<file path="src/rtl/updown_step_pkg.sv">
// Shared types and constants for the up/down step sequencer.
package updown_step_pkg;

   localparam int STATE_W = 2;

   localparam logic DIR_UP   = 1'b1;
   localparam logic DIR_DOWN = 1'b0;

   typedef enum logic [STATE_W-1:0] {
      S_IDLE = 2'd0,
      S_RUN  = 2'd1,
      S_GAP  = 2'd2,
      S_DONE = 2'd3
   } state_t;

endpackage

</file>
<file path="src/rtl/step_cnt.sv">
// Loadable down-counter holding the number of enables still to issue.
module step_cnt #(
   parameter int CNT_W = 8
) (
   input  logic             clk,
   input  logic             reset,
   input  logic             load,
   input  logic [CNT_W-1:0] load_val,
   input  logic             dec,
   output logic [CNT_W-1:0] count,
   output logic             is_one
);

   always_ff @(posedge clk) begin
      if (reset)
         count <= '0;
      else if (load)
         count <= load_val;
      else if (dec && count != '0)
         count <= count - 1'b1;  // saturate at zero, never wrap
   end

   assign is_one = (count == CNT_W'(1));

endmodule

</file>
<file path="src/rtl/updown_step_ctrl.sv">
// Command sequencer driving E/x of the 2-bit up/down counter.
// Optional inter-pulse gap cycle enabled by defining UPDOWN_STEP_GAP_EN.
module updown_step_ctrl
   import updown_step_pkg::*;
#(
   parameter int CNT_W = 8
) (
   input  logic             clk,
   input  logic             reset,
   input  logic             cmd_valid,
   output logic             cmd_ready,
   input  logic             cmd_dir,
   input  logic [CNT_W-1:0] cmd_steps,
   input  logic             pause,
   output logic             E,
   output logic             x,
   output logic             busy,
   output logic             done,
   output logic [CNT_W-1:0] steps_left
);

   state_t state, state_nxt;
   logic   accept;
   logic   cnt_is_one;

   always_ff @(posedge clk) begin
      if (reset)
         state <= S_IDLE;
      else
         state <= state_nxt;
   end

   // Direction only moves on an accept edge, so it is stable whenever E can fire.
   always_ff @(posedge clk) begin
      if (reset)
         x <= DIR_DOWN;
      else if (accept)
         x <= cmd_dir;
   end

   always_comb begin
      cmd_ready = (state == S_IDLE);
      accept    = cmd_valid & cmd_ready;
      E         = (state == S_RUN) & ~pause;
      busy      = (state == S_RUN) | (state == S_GAP);
      done      = (state == S_DONE);
   end

   always_comb begin
      state_nxt = state;
      case (state)
         S_IDLE:
            if (accept)
               state_nxt = (cmd_steps != '0) ? S_RUN : S_DONE;
         S_RUN:
            if (E) begin
               if (cnt_is_one)
                  state_nxt = S_DONE;
`ifdef UPDOWN_STEP_GAP_EN
               else
                  state_nxt = S_GAP;
`endif
            end
`ifdef UPDOWN_STEP_GAP_EN
         S_GAP:
            state_nxt = S_RUN;
`endif
         S_DONE:
            state_nxt = S_IDLE;
         default:
            state_nxt = S_IDLE;
      endcase
   end

   step_cnt #(
      .CNT_W (CNT_W)
   ) u_step_cnt (
      .clk      (clk),
      .reset    (reset),
      .load     (accept),
      .load_val (cmd_steps),
      .dec      (E),
      .count    (steps_left),
      .is_one   (cnt_is_one)
   );

endmodule

</file>
<file path="config.mk">
export PLATFORM = sky130hd
export DESIGN_NAME = updown_step_ctrl
export DESIGN_NICKNAME = d
export VERILOG_FILES = /design/src/rtl/updown_step_pkg.sv /design/src/rtl/step_cnt.sv /design/src/rtl/updown_step_ctrl.sv
export SDC_FILE = /design/constraint.sdc
export NUM_CORES = 1
export LEC_CHECK = 0
export CAP_MARGIN = 10
export CELL_PAD_IN_SITES_DETAIL_PLACEMENT = 1
export CELL_PAD_IN_SITES_GLOBAL_PLACEMENT = 2
export CORE_UTILIZATION = 27
export CTS_BUF_LIST = sky130_fd_sc_hd__clkbuf_2 sky130_fd_sc_hd__clkbuf_4 sky130_fd_sc_hd__clkbuf_8
export CTS_CLUSTER_DIAMETER = 80
export CTS_CLUSTER_SIZE = 8
export DETAILED_ROUTE_END_ITERATION = 6
export PLACE_DENSITY = 0.81
export SLEW_MARGIN = 10
export SYNTH_ARGS = -nofsm -noshare
export SYNTH_HDL_FRONTEND = slang
export SYNTH_SLANG_ARGS = --single-unit
</file>
<file path="constraint.sdc">
create_clock -name clk -period 5.7 [get_ports clk]
set_clock_uncertainty 0.2 [all_clocks]
set_input_delay 0.855 -clock clk [delete_from_list [all_inputs] [get_ports clk]]
set_output_delay 0.855 -clock clk [all_outputs]
set_load 0.02 [all_outputs]
</file>
# Yosys cells after proc, flatten, opt, wreduce, memory -nomap -nowiden

Cells that the tools add are included.

$add $sub $neg: 1
Eq/ne operators: 7
Muxes and demuxes: 7
Bitwise logic cells: 4
Reductions and logical operators: 6

Operators with widths:

| cell                                                | count |
|---|---|
| 2-to-1 mux 8 bit                                    | 2 |
| nonzero test 8 bit                                  | 2 |
| equality test 8 x 1 -> 1 bit, second input constant | 1 |
| 2-to-1 mux 2 bit                                    | 4 |
| subtractor 8 x 1 -> 8 bit, second input constant    | 1 |
| equality test 2 bit, second input constant          | 2 |
| != test 2 x 1 -> 1 bit, second input constant       | 2 |
| one-hot mux 2 bit (2 select lines)                  | 1 |
| AND reduction 3 bit                                 | 1 |
| AND 1 bit                                           | 2 |
| equality test 2 x 1 -> 1 bit, second input constant | 1 |
| zero test 2 bit                                     | 1 |
| != test 2 bit, second input constant                | 1 |
| nonzero test 2 bit                                  | 1 |
| logical AND 1 bit                                   | 1 |
| inverter 1 bit                                      | 1 |
| bitwise OR 1 bit                                    | 1 |

Register bits: 11
Input port bits: 13
Output and inout port bits: 13
Word-level logic and storage cells: 28

# Depth between registers and ports, before layout

Depth in word-level cells: 5
Gate-level depth with buffers: 6
Mapped depth without buffers: 6

# Modules after synthesis

Synthesis repeated with hierarchy kept, for this count alone.

Cells, all modules: 81
Area, all modules: 732.0 um2

Modules (own cells, without submodules):

| module           | instances | cells an instance | area an instance (um2) | sequential area each (um2) |
|---|---|---|---|---|
| step_cnt         | 1         | 59                | 524.3                  | 160.2 |
| updown_step_ctrl | 1         | 22                | 207.7                  | 60.1 |

# Least setup slack after synthesis

OpenSTA, ideal clock, no wires.

Path type: in2reg
Start point: input pause
End point: register u_step_cnt.count[3]
Library setup time: 0.091 ns
Data arrival time: 2.088 ns
Required time: 5.409 ns
Path slack: 3.321 ns
Stages on the path: 4
Path buffers: 0
Cell sequence: and2b_2 -> o21ai_2 -> or4_2 -> a311oi_1

Longest elaborated chain between the ends: 4

Ends and longest elaborated chain:

| item                         | line                   | source |
|---|---|---|
| start: declaration           | updown_step_ctrl.sv:14 | `input logic pause,` |
| inverter 1 bit               | updown_step_ctrl.sv:44 | `E = (state == S_RUN) & ~pause;` |
| AND 1 bit                    | updown_step_ctrl.sv:44 |  |
| logical AND 1 bit            | step_cnt.sv:19         | `else if (dec && count != '0)` |
| nonzero test 2 bit (no line) | --                     |  |
| end signal: assignment       | step_cnt.sv:18         | `count <= load_val;` |
| end signal: assignment       | step_cnt.sv:20         | `count <= count - 1'b1;` |
| end: declaration             | step_cnt.sv:10         | `output logic [CNT_W-1:0] count,` |

Every way passes these cells.
A chain may end at the register's enable or synchronous reset.

# Final worst setup path

Start point: input pause
End point: output E

Longest elaborated chain between the ends: 2

Ends and longest elaborated chain:

| item             | line                   | source |
|---|---|---|
| inverter 1 bit   | updown_step_ctrl.sv:44 |  |
| AND 1 bit        | updown_step_ctrl.sv:44 |  |
| end: declaration | updown_step_ctrl.sv:15 | `output logic E,` |

Every way passes these cells.

==> metrics.txt <==
critical path class=input pin to output port; most numerous cell in the Yosys netlist=dfxtp_1; WHS=0.2610 ns; Initial Util=29.08%; vias in the first global route=679; Die Ht=53.89 microns; area leader, netlist=dfxtp_1; Worst Hold Class=flip-flop to flip-flop; Mapped Nets=104; Top FF cell, synth=dfxtp_1; fin nets=132; largest cells by area after synthesis=dfxtp_1, ha_1, nor2_1, nor4_1, a211oi_1; drt total wl=2006 microns; Final setup viols=0; Final Hold Viols=0; Max-slew headroom=66.97%; Synth Area in Compound Gates=21.00%; post-cts resize count=0; CTS Buf Count=3; Worst setup SP type=input pin; post-synth cell types=32; XOR/XNOR Fraction of Synth Area=1.205%; DRT Pass-1 Iters=4; IO Port Bufs=25; setup bufs post-CTS=0; Area Overhead vs Synth=41.14%; share of cells above drive strength 1=12.50%; Synth top area share=30.29%; outcome=complete, no violations; Overflow after GRT=0; ANT cells=0; Cell Pwr Density=478.7 nW/um^2; Worst-Skew Late Latency=0.27 ns; element type at the critical path end=output port; RSZ-0062 raised after global routing=no; Peak VDD IR=0.0001867 V; first-pass GRT wire length=3167 microns; Max Cap Viol=0; register-to-register setup slack=3.44 ns; GRT Util Overall=15.62%; Cell Rows=18; DR iter-0 viols=11; CP max FO=6; min Tclk post-route=3.240 ns; Worst Path Arrival=2.19 ns; clk slew on worst S/H paths=0.07 ns; synthesized area=726.9 sq um; Post-Route Setup TNS=0 ns; Clock Path Buffers=2; worst slew pin tran=0.4909 ns; Final ANT Viol Nets=0; pre-CTS setup slack=2.461 ns; final design utilization=41.04%; largest family of logic cells by synthesized area=simple AND/OR/NAND/NOR gates; H-tree level count=1; post-synthesis mux area share=2.754%; gpl congestion=0.7083; I/O Pins=26; Post-synth EDFFs=0; clock root buffer=clkbuf_4; CTS Hold Bufs=0; CTS tree=built; Multi-input gate area=465.4 sq um; fmax=308.6 MHz; area fraction in and, or, nand and nor cells after synthesis=28.74%; routed via count=731; Fillers=307; area of the die=2904 sq um; Mapped Cells=85; core area=2500 sq um; max-slew violations=0; Clock Sink Count=11; Die W=53.89 microns; post-route clock period utilization=56.85%; initial antenna violation count=0; Post-synth ARST share=0%; ranking of synthesized cells by instance count=dfxtp_1, nor2_1, nand2_1; # DRC=0; Seq/Total Area, Yosys=30.29%; Syn Area/Cell=8.552 sq um; Register Area=220.2 sq um; Final Worst Setup Slack=2.460 ns; Yosys warning count=0; #FFs+latches synth=11; Worst Path Required=4.64 ns; Post-Synth Adder-Cell Area=10.33%; Leakage=0.3889 nW; pin count of the biggest net entering global routing=17; Vias/cell=5.148; mean routed wirelength per cell=14.13 microns
-- placed cells by master, fill, tap and decap left out, drive strengths merged, types with 3 or more instances in the layout --
| cell type | instances |
|---|---|
| clkbuf | 4 |
| a21oi | 5 |
| nand2 | 8 |
| ha | 6 |
| o21ai | 3 |
| nor2 | 10 |
| inv | 6 |
| nor4 | 6 |
| a211oi | 4 |
| clkdlybuf4s50 | 25 |
| dfxtp | 11 |
-- cell type report --
class,instances,area share (%)
multi-input combinational,66,45.37
inverter,6,2.195
sequential,11,21.46
clock buffer,4,2.927
timing repair buffer,25,24.39
tap,30,3.659
-- logic make-up (layout without fill, tap and decap cells) --
kind of cell,after synthesis,after routing
and+or+nand+nor,37,37
AOI/OAI and AO/OA,20,20
DFF,11,11
buffers and inverters,8,35
adders and majority gates,6,6
muxes,2,2
xor gates and xnor gates,1,1
-- worst paths after layout --
path	from	endpoint	cells past startpoint
max	pause	E	3
min	x	x	2
max reg2reg	u_step_cnt.count[0]	u_step_cnt.count[3]	6
min reg2reg	x	x	2
-- power breakdown --
part	switching, W	internal [W]	leakage, nW
combinational	0.000154	0.000138	0.279
clock	0.0000281	0.0000319	0.0184
sequential	0.0000365	0.000103	0.0910
-- state kept, by name, summed over array words and instances (netlist names) --
| name | cells |
|---|---|
| x | 1 |
| state | 2 |
| u_step_cnt.count | 8 |
-- metal layers --
| metal | part of all wire, % | track usage (%) | vias up |
|---|---|---|---|
| li1 | - | - | 368 |
| met1 | 52 | 20.74 | 337 |
| met2 | 43 | 23.87 | 22 |
| met3 | 3.5 | 2.825 | 4 |
| met4 | 1.4 | 7.895 | 0 |
| met5 | 0 | 0 | - |
-- critical path, stage by stage --
cell and delay [ns]:
clkdlybuf4s50_1 0.42, and2b_2 0.29, clkdlybuf4s50_1 0.62
-- through the flow --
| step | area, sq um | std cells | power (W) |
|---|---|---|---|
| CTS | 1026 | 142 | 0.0004964 |
| global placement | 996.0 | 138 | 0.0004272 |
| floorplan | 726.9 | 85 | 0.0003271 |
| global route | 1026 | 142 | 0.0005272 |
| detailed placement | 996.0 | 138 | 0.0004342 |
| finish | 1026 | 142 | 0.0004911 |
Power figures use the tool's default switching activity.
